===== config.mk =====
export PLATFORM = sky130hd
export DESIGN_NAME = br_resolve
export DESIGN_NICKNAME = d
export VERILOG_FILES = /design/src/rtl/br_resolve.sv
export SDC_FILE = /design/constraint.sdc
export NUM_CORES = 1
export LEC_CHECK = 0
export ABC_AREA = 1
export BUFFER_PORTS_ARGS = -buffer_cell sky130_fd_sc_hd__buf_2
export CAP_MARGIN = 10
export CORE_MARGIN = 5
export CORE_UTILIZATION = 55
export DETAILED_ROUTE_END_ITERATION = 8
export GPL_TIMING_DRIVEN = 0
export PLACE_DENSITY = 0.83
export SYNTH_ARGS = -nofsm -noshare
export SYNTH_HDL_FRONTEND = slang
export SYNTH_SLANG_ARGS = --single-unit

===== constraint.sdc =====
create_clock -name clk -period 4.9 [get_ports clk]
set_clock_uncertainty 0.15 [all_clocks]
set_input_delay 0.245 -clock clk [delete_from_list [all_inputs] [get_ports clk]]
set_output_delay 0.245 -clock clk [all_outputs]
set_load 0.02 [all_outputs]

===== src/rtl/br_resolve.sv =====
// Branch resolution in EX: compares the actual outcome against the carried BTB prediction.
// On a mispredict it waits for the delay slot, then pulses flush/redirect and the BTB update.
`ifndef BR_WD
`define BR_WD 33
`endif

module br_resolve #(
    parameter int CNT_W = 16
) (
    input  logic              clk,
    input  logic              resetn,
    input  logic              ex_valid,
    input  logic              ex_is_branch,
    input  logic [31:0]       ex_pc,
    input  logic              ex_br_taken,
    input  logic [31:0]       ex_br_target,
    input  logic              ex_bp_e,
    input  logic [31:0]       ex_bp_target,
    input  logic              stall,
    input  logic              ds_valid,
    input  logic              pipe_flush,
    output logic              flush,
    output logic [31:0]       redirect_pc,
    output logic [`BR_WD-1:0] br_bus,
    output logic [31:0]       delayslot_pc,
    output logic              busy,
    output logic [CNT_W-1:0]  br_cnt,
    output logic [CNT_W-1:0]  miss_cnt
);

    typedef enum logic [1:0] {
        IDLE    = 2'd0,
        WAIT_DS = 2'd1,
        FIRE    = 2'd2
    } state_t;

    state_t      state;
    logic        br_e;
    logic [31:0] br_target;
    logic        pend_upd;

    logic        accept;
    logic        hit;
    logic        miss_t;
    logic        miss_nt;
    logic [31:0] pc_p4;
    logic [31:0] pc_p8;

    assign accept  = ex_valid & ex_is_branch & ~stall & ~pipe_flush & (state == IDLE);
    assign hit     = ex_br_taken & ex_bp_e & (ex_bp_target == ex_br_target);
    assign miss_t  = ex_br_taken & ~hit;
    assign miss_nt = ~ex_br_taken & ex_bp_e;
    assign pc_p4   = ex_pc + 32'd4;
    assign pc_p8   = ex_pc + 32'd8;

    assign br_bus  = {br_e, br_target};
    assign busy    = (state != IDLE);

    always_ff @(posedge clk or negedge resetn) begin
        if (!resetn) begin
            state        <= IDLE;
            flush        <= 1'b0;
            br_e         <= 1'b0;
            br_target    <= 32'd0;
            redirect_pc  <= 32'd0;
            delayslot_pc <= 32'd0;
            pend_upd     <= 1'b0;
            br_cnt       <= '0;
            miss_cnt     <= '0;
        end else begin
            flush <= 1'b0;
            br_e  <= 1'b0;
            if (pipe_flush) begin
                state <= IDLE;
            end else begin
                case (state)
                    IDLE: begin
                        if (accept) begin
                            if (br_cnt != '1)
                                br_cnt <= br_cnt + 1'b1;
                            if (miss_t || miss_nt) begin
                                if (miss_cnt != '1)
                                    miss_cnt <= miss_cnt + 1'b1;
                                redirect_pc <= miss_t ? ex_br_target : pc_p8;
                                pend_upd    <= miss_t;
                                // BTB has no invalidate, so only a taken miss rewrites the entry
                                if (miss_t) begin
                                    br_target    <= ex_br_target;
                                    delayslot_pc <= pc_p4;
                                end
                                if (ds_valid) begin
                                    state <= FIRE;
                                    flush <= 1'b1;
                                    br_e  <= miss_t;
                                end else begin
                                    state <= WAIT_DS;
                                end
                            end
                        end
                    end
                    WAIT_DS: begin
                        if (ds_valid && !stall) begin
                            state <= FIRE;
                            flush <= 1'b1;
                            br_e  <= pend_upd;
                        end
                    end
                    FIRE: begin
                        state <= IDLE;
                    end
                    default: begin
                        state <= IDLE;
                    end
                endcase
            end
        end
    end

endmodule


==> flow_metrics.env, run 1 <==
export IMPL_route_met2_wl_mm=13.0
export IMPL_post_dp_hpwl_mm=20.4
export IMPL_layout_commonest_cell="nand2_1"
export IMPL_finalMaxSlewViolations=0
export IMPL_p_sw_frac=0.345
export IMPL_crit_fanout=10
export IMPL_cellLeakagePower_nw=5.78
export IMPL_die_area_um2=16600
export IMPL_p_seq_frac=0.389
export IMPL_clkPwrFrac=0.350
export IMPL_cts_root_buffer="clkbuf_16"
export IMPL_tns_ns=0
export IMPL_routed_wl_mm=27.6
export IMPL_fillers=1126
export IMPL_ir_drop_mv=0.264
export IMPL_overflow=0
export IMPL_drt_pass1_iter_count=6
export IMPL_die_w_um=129
export IMPL_fmax_ghz=0.364
export IMPL_yosys_warnings=0
export IMPL_start_kind="primary input"
export IMPL_syn_num_nets=1201
export IMPL_p_comb_frac=0.261
export IMPL_drc_errors=0
export IMPL_status="finished, final reports clean"
export IMPL_clkLatencyLatePin_ns=0.43
export IMPL_rows=43
export IMPL_cellInternalPower_mw=2.38
export IMPL_cts_tree="built"
export IMPL_portBuffers=232
export IMPL_min_period_ns=2.74
export IMPL_core_um2=13900
export IMPL_cts_path_max_buffers=2
export IMPL_viasPerCell=5.40
export IMPL_setup_viol=0
export IMPL_synth_cell_area_um2=7790
export IMPL_grt_max_degree=72
export IMPL_cts_inserted_buffers=17
export IMPL_post_cts_resized=0
export IMPL_cp_required_ns=5.06
export IMPL_antennaDiodeCount=0
export IMPL_endpoint_kind="flop"
export IMPL_place_gp_congestion=1.02
export IMPL_utilization=0.730
export IMPL_synth_distinct_cells=26
export IMPL_ys_seq_area_frac=0.427
export IMPL_tightest_slew_ns=0.663
export IMPL_worstPathArrival_ns=2.90
export IMPL_num_vias=8484
export IMPL_postCtsSetupBuffers=0
export IMPL_grt_pass1_vias=8036
export IMPL_drtIter0Drc=770
export IMPL_power_density_nw_per_um2=358
export IMPL_nets=1487
export IMPL_clock_sinks=133
export IMPL_area_delta_synth_final_pct=30.1
export IMPL_critical_path_class="primary input to flop"
export IMPL_dr_wl_met3_mm=2.39
export IMPL_path_clk_slew_ns=0.06
export IMPL_hp_class="primary input to flop"
export IMPL_io_pins=236
export IMPL_antenna_left=0
export IMPL_hold_viol_final=0
export IMPL_final_layout_size_suffix_gt1_frac=0.215
export IMPL_grt_use_total=0.332
export IMPL_period_share=0.560
export IMPL_grt_pass1_wl_mm=42.7
export IMPL_syn_area_per_cell_um2=7.13
export IMPL_maxCapViolCount=0
export IMPL_ys_ff_latch=133
export IMPL_start_util=0.561
export IMPL_wl_met1_mm=11.3
export IMPL_rsz0062_at_grt="no"
export IMPL_die_h_um=129
export IMPL_mostFrequentLayoutCells="nand2_1, buf_2, nand3_1"
export IMPL_detail_route_wl_per_cell_um=17.5
export IMPL_topRoutingLayerUsed="met4"
export IMPL_syn_inst=1092
export IMPL_cts_hold_buffers=34
export IMPL_p_sw_mw=1.25
export IMPL_max_slew_margin=0.558
export IMPL_htreeDepth=4
export IMPL_antenna_found_initial=0
## metal layers
layer	global-route usage	vias to the layer above
li1	-	3986
met1	0.441	4002
met2	0.541	427
met3	0.0758	69
met4	0.112	0
met5	0	-
## power by group through the flow
stage          Combinational [mW]  Clock [mW]  Sequential, mW
2_1_floorplan               0.285           0            1.65
3_3_place_gp                0.897           0            1.42
3_5_place_dp                0.916           0            1.42
4_1_cts                     0.946        1.28            1.41
5_1_grt                      1.03        1.34            1.44
6_report                    0.948        1.27            1.41
## final cells by class
cell class / instances / area, µm² / share of cell area
plain buffers: 46 / 249 / 0.0246
clock buffers: 20 / 457 / 0.0451
clock inverters: 12 / 128 / 0.0126
inverters: 81 / 304 / 0.0300
multi-input cells: 832 / 3910 / 0.386
flip-flops and latches: 133 / 3330 / 0.328
well taps: 180 / 225 / 0.0222
repair buffers: 267 / 1540 / 0.151
## worst max-delay path, cell delays in order
cell           delay (ns)
dlygate4sd3_1        0.55
buf_2                0.16
xnor2_1              0.19
nand2_1              0.10
nor2_1               0.15
nand2_1              0.06
nor2_1               0.14
nand3_1              0.12
buf_4                0.20
buf_2                0.20
nand4_1              0.11
a21oi_1              0.09
dlygate4sd3_1        0.57
## path summary, 6_finish.rpt
check                                  from         endpoint  slack (ns)  depth (start not counted)
max reg2reg                        state[1]            flush        2.22                          9
max                        ex_br_target[18]            flush        2.16                         13
min reg2reg                 delayslot_pc[9]  delayslot_pc[9]        0.32                          2
min                         ex_br_target[1]     br_target[1]        0.01                          3
max in group asynchronous            resetn    br_target[15]        3.64                          3
min in group asynchronous            resetn  delayslot_pc[9]        0.21                          2
## metrics by stage
stage,hold WS [ns],instance area [µm²],power (mW),worst slack (ns),instances
after detailed placement,0.105,9210,2.34,2.47,1505
after CTS,0.00494,10100,3.63,2.21,1571
after floorplan,-0.201,7790,1.94,2.80,1092
after global routing,0.00339,10100,3.81,2.03,1571
final,0.0133,10100,3.63,2.16,1571
after global placement,0.298,9180,2.31,1.66,1504
## kinds of logic (layout without fill, tap and decap cells)
group                    count (synthesis)  after routing  share of synthesized area
AND/OR/NAND/NOR                        723            723                      0.383
flip-flops                             133            133                      0.427
buffers and inverters                  127            426                     0.0710
XOR/XNOR                                92             92                      0.103
AO/OA/AOI/OAI                           13             13                    0.00883
adder cells (fa/ha/maj)                  4              4                    0.00642
## sequential cells by signal, summed over array words and instances, names as in the netlist
register      count
br_target        32
delayslot_pc     32
redirect_pc      32
br_cnt           16
miss_cnt         16
state             2
br_e              1
flush             1
pend_upd          1
## Yosys cell counts, drive strengths merged
cell / count / area (µm²)
inv: 81 / 304
nor2: 64 / 243
nor4: 4 / 25.0
xor2: 57 / 499
or2: 1 / 6.26
clkbuf: 7 / 27.5
nand3: 152 / 766
nor3: 18 / 90.1
nand2: 469 / 1760
o21bai: 1 / 7.51
o21ai: 8 / 40.0
a21oi: 3 / 15.0
ha: 4 / 50.1
nor3b: 1 / 7.51
buf: 39 / 221
dfrtp: 133 / 3330
o22ai: 1 / 6.26
nand4: 14 / 87.6
xnor2: 35 / 307
No activity file was read; power rests on OpenSTA's default activity.
==> run 2: changes to the inputs <==
CORE_UTILIZATION = 52   (was 55)
PLACE_DENSITY = 0.79   (was 0.83)
clock period = 2.8 ns   (was 4.9 ns; I/O delays follow)
==> run 2 against run 1 <==
Net effect: total power grew 74%; clock power grew 72%; utilization fell by 2.2 points; wire length barely moved; non-clock buffer count increased by 19; global-route usage decreased by 1.9 points; first-iteration DRC count down 17%; critical path depth is 3 higher; critical path type unchanged; critical endpoint unchanged; largest cell class unchanged.
==> flow_metrics.env, run 2 (synthesis results as in run 1) <==
export IMPL_num_vias=8436
export IMPL_grt_pass1_wl_mm=44.0
export IMPL_post_dp_hpwl_mm=21.1
export IMPL_max_stage_delay_ns=0.58
export IMPL_maxCapViolCount=0
export IMPL_die_h_um=132
export IMPL_routed_wl_mm=27.6
export IMPL_drtIter0Drc=637
export IMPL_total_power_mw=6.33
export IMPL_antenna_left=0
export IMPL_hp_class="primary input to flop"
export IMPL_antennaDiodeCount=0
export IMPL_biggestRegsByFlops="br_target x32, delayslot_pc x32, redirect_pc x32"
export IMPL_min_path_cells=6
export IMPL_endpoint_kind="flop"
export IMPL_startpoint="ex_br_target[25]"
export IMPL_placed_cell_area_um2=9220
export IMPL_critical_path_class="primary input to flop"
export IMPL_ir_drop_mv=0.443
export IMPL_final_layout_size_suffix_gt1_frac=0.213
export IMPL_drc_errors=0
export IMPL_htreeDepth=4
export IMPL_finalInstanceArea_um2=10300
export IMPL_setup_viol=0
export IMPL_rr_startpoint="miss_cnt[0]"
export IMPL_grt_use_total=0.314
export IMPL_r2r_end="miss_cnt[14]"
export IMPL_utilization=0.708
export IMPL_rsz0062_at_grt="no"
export IMPL_layout_commonest_cell="nand2_1"
export IMPL_core_um2=14600
export IMPL_portBuffers=232
export IMPL_period_share=0.923
export IMPL_cts_path_max_buffers=2
export IMPL_drt_pass1_iter_count=5
export IMPL_start_kind="primary input"
export IMPL_hp_start="ex_pc[26]"
export IMPL_grt_pass1_vias=8121
export IMPL_die_area_um2=17500
export IMPL_place_gp_congestion=1.03
export IMPL_path_clk_slew_ns=0.06
export IMPL_cts_inserted_buffers=17
export IMPL_io_pins=236
export IMPL_cp_required_ns=2.95
export IMPL_cts_tree="built"
export IMPL_crit_fanout=10
export IMPL_clock_sinks=133
export IMPL_worstPathArrival_ns=2.73
export IMPL_overflow=0
export IMPL_fmax_ghz=0.387
export IMPL_rows=44
export IMPL_crit_chain="dlygate4sd3_1 -> buf_2 -> inv_1 -> nand2_1 -> nand2_1 -> inv_1 -> nand2_1 -> nor2_1 -> nand2_1 -> nor2_2 -> nand3_1 -> buf_4 -> buf_2 -> nand4_1 -> a21oi_1 -> dlygate4sd3_1"
export IMPL_cp_slowest_cell="dlygate4sd3_1"
export IMPL_whs_endpoint="redirect_pc[26]"
export IMPL_hold_viol_final=0
export IMPL_viasPerCell=5.29
export IMPL_cpMostUsedCell="nand2_1"
export IMPL_max_slew_margin=0.538
export IMPL_start_util=0.534
export IMPL_postCtsSetupBuffers=0
export IMPL_reg2reg_slack_ns=0.33
export IMPL_die_w_um=132
export IMPL_antenna_found_initial=0
export IMPL_tns_ns=0
export IMPL_power_density_nw_per_um2=613
export IMPL_nets=1506
export IMPL_detail_route_wl_per_cell_um=17.3
export IMPL_finalMaxSlewViolations=0
export IMPL_reg2reg_depth=8
export IMPL_min_period_ns=2.58
export IMPL_grt_max_degree=77
export IMPL_cellLeakagePower_nw=5.87
export IMPL_mostFrequentLayoutCells="nand2_1, buf_2, nand3_1"
export IMPL_status="finished, final reports clean"
export IMPL_cts_root_buffer="clkbuf_16"
export IMPL_area_delta_synth_final_pct=32.6
export IMPL_tightest_slew_ns=0.693
export IMPL_clkLatencyLatePin_ns=0.42
run 2: stage by stage:
| stage | worst slack (ns) | hold WS, ns | cells |
|---|---|---|---|
| 6_report | 0.216 | 0.00702 | 1594 |
| 5_1_grt | 0.0583 | 0.0171 | 1594 |
| 4_1_cts | 0.168 | 0.00106 | 1594 |
| 3_5_place_dp | 0.361 | -0.0107 | 1509 |
| 3_3_place_gp | -0.327 | 0.212 | 1508 |
| 2_1_floorplan | 0.699 | -0.306 | 1092 |
run 2: area by class of cell:
class                      instances  area [µm²]
buffer                            46         250
timing repair buffer             286        1730
sequential                       133        3330
clock buffer                      22         484
multi-input combinational        832        3910
fill                            1205        4260
inverter                          81         304
clock inverter                    10        95.1
tap                              184         230
run 2: per-layer routing:
metal,vias to the layer above,part of all wire,global-route usage
li1,4031,-,-
met1,3991,0.42,0.422
met2,371,0.47,0.504
met3,43,0.093,0.0782
met4,0,0.021,0.0905
met5,-,0,0
run 2: where the power goes:
group,switching [mW],internal (mW),total [mW]
registers,0.214,2.25,2.47
clock network,0.872,1.32,2.19
logic,1.10,0.577,1.67
total,2.18,4.15,6.33
run 2: worst max-delay path by stage:
stage                   endpoint  slack [ns]  cells past startpoint
global placement       br_cnt[3]       -0.33                      1
finish                     flush        0.22                     16
CTS                        flush        0.17                      9
global route               flush        0.06                     16
detailed placement  miss_cnt[14]        0.36                      8
floorplan           miss_cnt[10]        0.70                      8
run 2: critical path: cells and delay by family:
kind | cells | cell delay (ns)
AOI/OAI and AO/OA | 1 | 0.09
buffers and inverters | 7 | 1.75
and+or+nand+nor | 8 | 0.73
run 2: repair_timing:
item / 4_1_cts / 5_1_grt
setup endpoints to repair: 0 / 1
hold buffers: 53 / 0
gates resized for setup: 0 / 2
hold endpoints to repair: 133 / 0
